<file path="config.mk">
export PLATFORM = sky130hd
export DESIGN_NAME = tt_settle_timer
export DESIGN_NICKNAME = d
export VERILOG_FILES = /design/src/rtl/gate_tt_pkg.sv /design/src/rtl/gate_tt_checker_settle_timer.sv
export SDC_FILE = /design/constraint.sdc
export NUM_CORES = 1
export LEC_CHECK = 0
export ABC_AREA = 1
export CORE_AREA = 2 2 39 41
export DETAILED_ROUTE_END_ITERATION = 12
export DIE_AREA = 0 0 41 43
export GPL_ROUTABILITY_DRIVEN = 0
export SYNTH_ARGS = -nofsm -noshare
export SYNTH_HDL_FRONTEND = slang
export SYNTH_SLANG_ARGS = --single-unit
</file>
<file path="constraint.sdc">
create_clock -name i_clk -period 1.6 [get_ports i_clk]
set_clock_uncertainty 0.2 [all_clocks]
set_input_delay 0.48 -clock i_clk [delete_from_list [all_inputs] [get_ports i_clk]]
set_output_delay 0.48 -clock i_clk [all_outputs]
set_load 0.01 [all_outputs]
</file>
<file path="src/rtl/gate_tt_pkg.sv">
// gate_tt_pkg
//   Shared types and helpers for the gate truth-table checker.
//   - tt_state_t : checker FSM states
//   - SETTLE_W   : width of the settle down-counter (SETTLE legal range 1..15)
//   - n_vec()    : number of input vectors for a gate with n inputs
package gate_tt_pkg;

    typedef enum logic [1:0] {
        IDLE   = 2'd0,
        DRIVE  = 2'd1,
        SAMPLE = 2'd2,
        DONE   = 2'd3
    } tt_state_t;

    localparam int SETTLE_W = 4;

    function automatic int n_vec(input int n);
        return 1 << n;
    endfunction

endpackage

</file>
<file path="src/rtl/gate_tt_checker_settle_timer.sv">
// tt_settle_timer
//   Down-counter that times how long each vector is held before sampling.
//   Ports:
//     i_clk       clock, all state on rising edge
//     i_rst       synchronous active-high reset
//     i_load      load i_load_val (takes priority over decrement)
//     i_load_val  value loaded on i_load
//     i_dec       decrement by one, stopping at zero
//     o_expired   count has reached zero
module tt_settle_timer
    import gate_tt_pkg::*;
(
    input  logic                i_clk,
    input  logic                i_rst,
    input  logic                i_load,
    input  logic [SETTLE_W-1:0] i_load_val,
    input  logic                i_dec,
    output logic                o_expired
);

    logic [SETTLE_W-1:0] r_count;

    always_ff @(posedge i_clk) begin
        if (i_rst) begin
            r_count <= '0;
        end else if (i_load) begin
            r_count <= i_load_val;
        end else if (i_dec && (r_count != '0)) begin
            r_count <= r_count - SETTLE_W'(1);
        end
    end

    assign o_expired = (r_count == '0);

endmodule

</file>
### Word level (Yosys, flattened, before mapping)

Cells that the tools add are included.

| storage, ports and cells | value |
|---|---|
| latch bits | 0 |
| input port bits | 8 |
| register bits | 4 |
| memories | 0 |
| output and inout port bits | 1 |
| bits in writable memories | 0 |
| memory bits (read-only) | 0 |

| operators by class | value |
|---|---|
| add/subtract/negate cells | 1 |
| shift operators | 0 |
| $lt $le $gt $ge | 0 |
| muxes and demuxes | 2 |
| bitwise gates (word level) | 0 |
| reductions and logical operators | 4 |
| div/mod/pow operators | 0 |
| multiply operators | 0 |
| equality and inequality tests | 0 |

Operators by type and width:

| kind | number |
|---|---|
| $mux 4 | 2 |
| $logic_not 4->1 | 1 |
| $reduce_bool 4->1 | 1 |
| $sub 4x1->4 const B | 1 |
| $reduce_bool 2->1 | 1 |
| $logic_and 1x1->1 | 1 |

### Longest topological paths before layout

| depth | value |
|---|---|
| depth after elaboration | 4 |
| depth in mapped cells | 8 |
| mapped depth without buffers | 8 |

### Worst setup path after synthesis

Ideal clock, no wire load.

| path | value |
|---|---|
| path kind | flip-flop to output port |
| from | reg r_count[0] |
| to | out o_expired |
| path slack | 0.144 ns |
| cell stages (with the launch flop) | 5 |
| required time | 0.920 ns |
| arrival | 0.776 ns |
| path through | dfxtp_1 inv_1 ha_1 nand3_2 inv_1 |

| between the ends | value |
|---|---|
| longest elaborated chain between the ends | 1 |

Ends and longest elaborated chain:

| element | RTL line | text |
|---|---|---|
| start, declared | gate_tt_checker_settle_timer.sv:21 | `logic [SETTLE_W-1:0] r_count;` |
| start signal, assigned | gate_tt_checker_settle_timer.sv:27 | `r_count <= i_load_val;` |
| start signal, assigned | gate_tt_checker_settle_timer.sv:29 | `r_count <= r_count - SETTLE_W'(1);` |
| $logic_not 4->1 | gate_tt_checker_settle_timer.sv:33 | `assign o_expired = (r_count == '0);` |
| end, declared | gate_tt_checker_settle_timer.sv:18 | `output logic o_expired` |

Every way passes these cells.

### Final worst setup path

| path | value |
|---|---|
| from | reg r_count[1] |
| to | out o_expired |

Same word-level chain as after synthesis.

==> out/qor.yml <==
status: "finished, violations left"
violations: "setup timing"
clock_latency_ns: 0.23
seq_area_frac_synth_pct: 29.2
r2r_end: "r_count[3]$_SDFFE_PP0P_"
r2r_start: "r_count[0]$_SDFFE_PP0P_"
dp_hpwl_um: 483
synth-edff-count: 0
gr-total-overflow: 0
dr.pass1.iters: 4
htreeDepth: 1
wl_per_cell_um: 9.09
viasPerCell: 3.86
grt_max_degree: 7
timing.final.crit_share_pct: 104
rows: 14
drive_above_1_share_pct: 49.2
path_clk_slew_ns: 0.03
ios: 9
drt_iter0_markers: 1
worst_ep_arrival_time_ns: 0.99
postRouteWirelength_um: 718
cp_max_fo: 3
p_leak_nw: 0.247
yosys.area.top_type: "dfxtp_1"
min_from: "r_count[1]$_SDFFE_PP0P_"
vias: 305
place_area_um2: 434
stdcell_area_um2: 504
synthArstFlopShare_pct: 0
ys_top_cells_by_area: "dfxtp_1 (29%), nand2_1 (11%), nand2_4 (8.2%), nor2_1 (8.2%), inv_1 (6.8%)"
cts.sinks: 4
grt_pass1_vias: 318
numCtsBuffers: 3
hold_path_class: "flop to flop"
syn_avg_cell_area_um2: 6.68
clockBufferDepth: 2
ys_ff_latch: 4
top_regs: "r_count x4"
synth.distinct_cells: 16
worstHoldPathCells: 2
area_growth_pct: 84.0
final.setup.worst_slack_ns: -0.0676
clock.fmax_mhz: 600
powerDensity_mw_per_mm2: 831
drv_slew: 0
synth_warnings: 0
ys.flop_type: "dfxtp_1"
ant_nets: 0
top_register: "r_count"
drc: 0
io_buffer_count: 8
grt_use_total_pct: 10.7
setup_violations: 1
worst_slew_pin_slew_ns: 0.166
clock-root-buffer: "clkbuf_4"
largest_register_ffs: 4
cts_tree: "done"
cp-start-kind: "flop"
grt_setup_unrepaired: "true"
reg2regPathDepth: 10
post-place-ws_ns: -0.274
maxCapViolCount: 0
syn-instance-count: 41
coreArea_mm2: 0.00138
min_period_ns: 1.67
grt_first_pass_wirelength_mm: 1.23
slew_headroom_pct: 88.9
min_to: "r_count[1]$_SDFFE_PP0P_"
timing.hold.ws_ns: 0.348
antennaDiodeCount: 0
final_nets: 74
synth_top_cell_area_share_pct: 29.2
synthesis.nets: 50
ys_top_cells_by_count: "nand2_1 (8), nor2_1 (6), inv_1 (5)"
yosysMostFrequentCell: "nand2_1"
final_util_pct: 36.4
antenna_found_initial: 0
synth.cell_area_um2: 274
r2r_slack_ns: 0.11
die-area_mm2: 0.00176
die_h_um: 43
crit_type: "flop to output pin"
worst_setup_path_end_kind: "output pin"
cp.required_ns: 0.92
ir_worst_vdd_uv: 291
initial_utilization_pct: 19.8
hold_violations: 0
die_w_um: 41
logic make-up after synthesis:
| group | count (synthesis) | synth area share [%] |
|---|---|---|
| and+or+nand+nor | 21 | 38.8 |
| xor gates and xnor gates | 1 | 3.20 |
| AOI/OAI and AO/OA | 6 | 12.8 |
| DFF | 4 | 29.2 |
| adders and majority gates | 1 | 4.57 |
| buffers and inverters | 8 | 11.4 |
timing repair:
item,in CTS,in global routing
setup endpoints to repair,1,2
hold buffers,0,0
pin swaps,2,3
setup buffers,4,0
gates resized for setup,10,4
cell type report:
cell class,instances,area (µm²)
fillers,152,880
flip-flops and latches,4,82.6
repair buffers,19,158
inverters,8,31.3
clock buffers,3,22.5
multi-input cells,29,190
well taps,16,20.0
where the power goes:
group          leakage [nW]  switching (mW)  internal [mW]  total [mW]
sequential           0.0338         0.00793          0.113       0.121
combinational         0.199          0.0813         0.0974       0.179
clock                0.0138          0.0355         0.0835       0.119
total                 0.247           0.125          0.294       0.419
critical path, stage by stage, from the launching register on:
cell and delay (ns):
dfxtp_2 0.34, inv_2 0.05, ha_4 0.16, nand3_2 0.06
inv_1 0.03, buf_2 0.12
routing by layer:
layer | share of wire, % | global-route usage [%] | vias to the layer above
li1 | - | - | 171
met1 | 45 | 11.5 | 132
met2 | 53 | 16.6 | 2
met3 | 1.7 | 1.57 | 0
met4 | 0 | 10.0 | 0
met5 | 0 | 0 | -
layout by cell type, fill, tap and decap left out, types with 3 or more instances in the layout:
cell type / instances
clkbuf_4: 3
clkdlybuf4s50_1: 7
inv_2: 4
nor2_1: 6
nand3_2: 3
inv_1: 3
buf_4: 11
nand2_1: 6
o21ai_0: 3
worst max-delay path by stage:
stage	startpoint	end	slack, ns	cells after the start
finish	r_count[1]$_SDFFE_PP0P_	o_expired	-0.07	5
global route	r_count[1]$_SDFFE_PP0P_	o_expired	-0.11	5
CTS	r_count[1]$_SDFFE_PP0P_	o_expired	-0.07	5
detailed placement	r_count[0]$_SDFFE_PP0P_	o_expired	-0.27	5
global placement	r_count[1]$_SDFFE_PP0P_	o_expired	-0.26	5
floorplan	r_count[0]$_SDFFE_PP0P_	o_expired	0.14	4
through the flow:
step | TNS, ns | std cells | total power [mW]
after global placement | -0.726 | 73 | 0.272
after floorplan | 0 | 41 | 0.197
after CTS | -0.0690 | 80 | 0.419
after detailed placement | -0.749 | 73 | 0.273
after global routing | -0.113 | 79 | 0.454
final | -0.0676 | 79 | 0.419
Power figures use the tool's default switching activity.
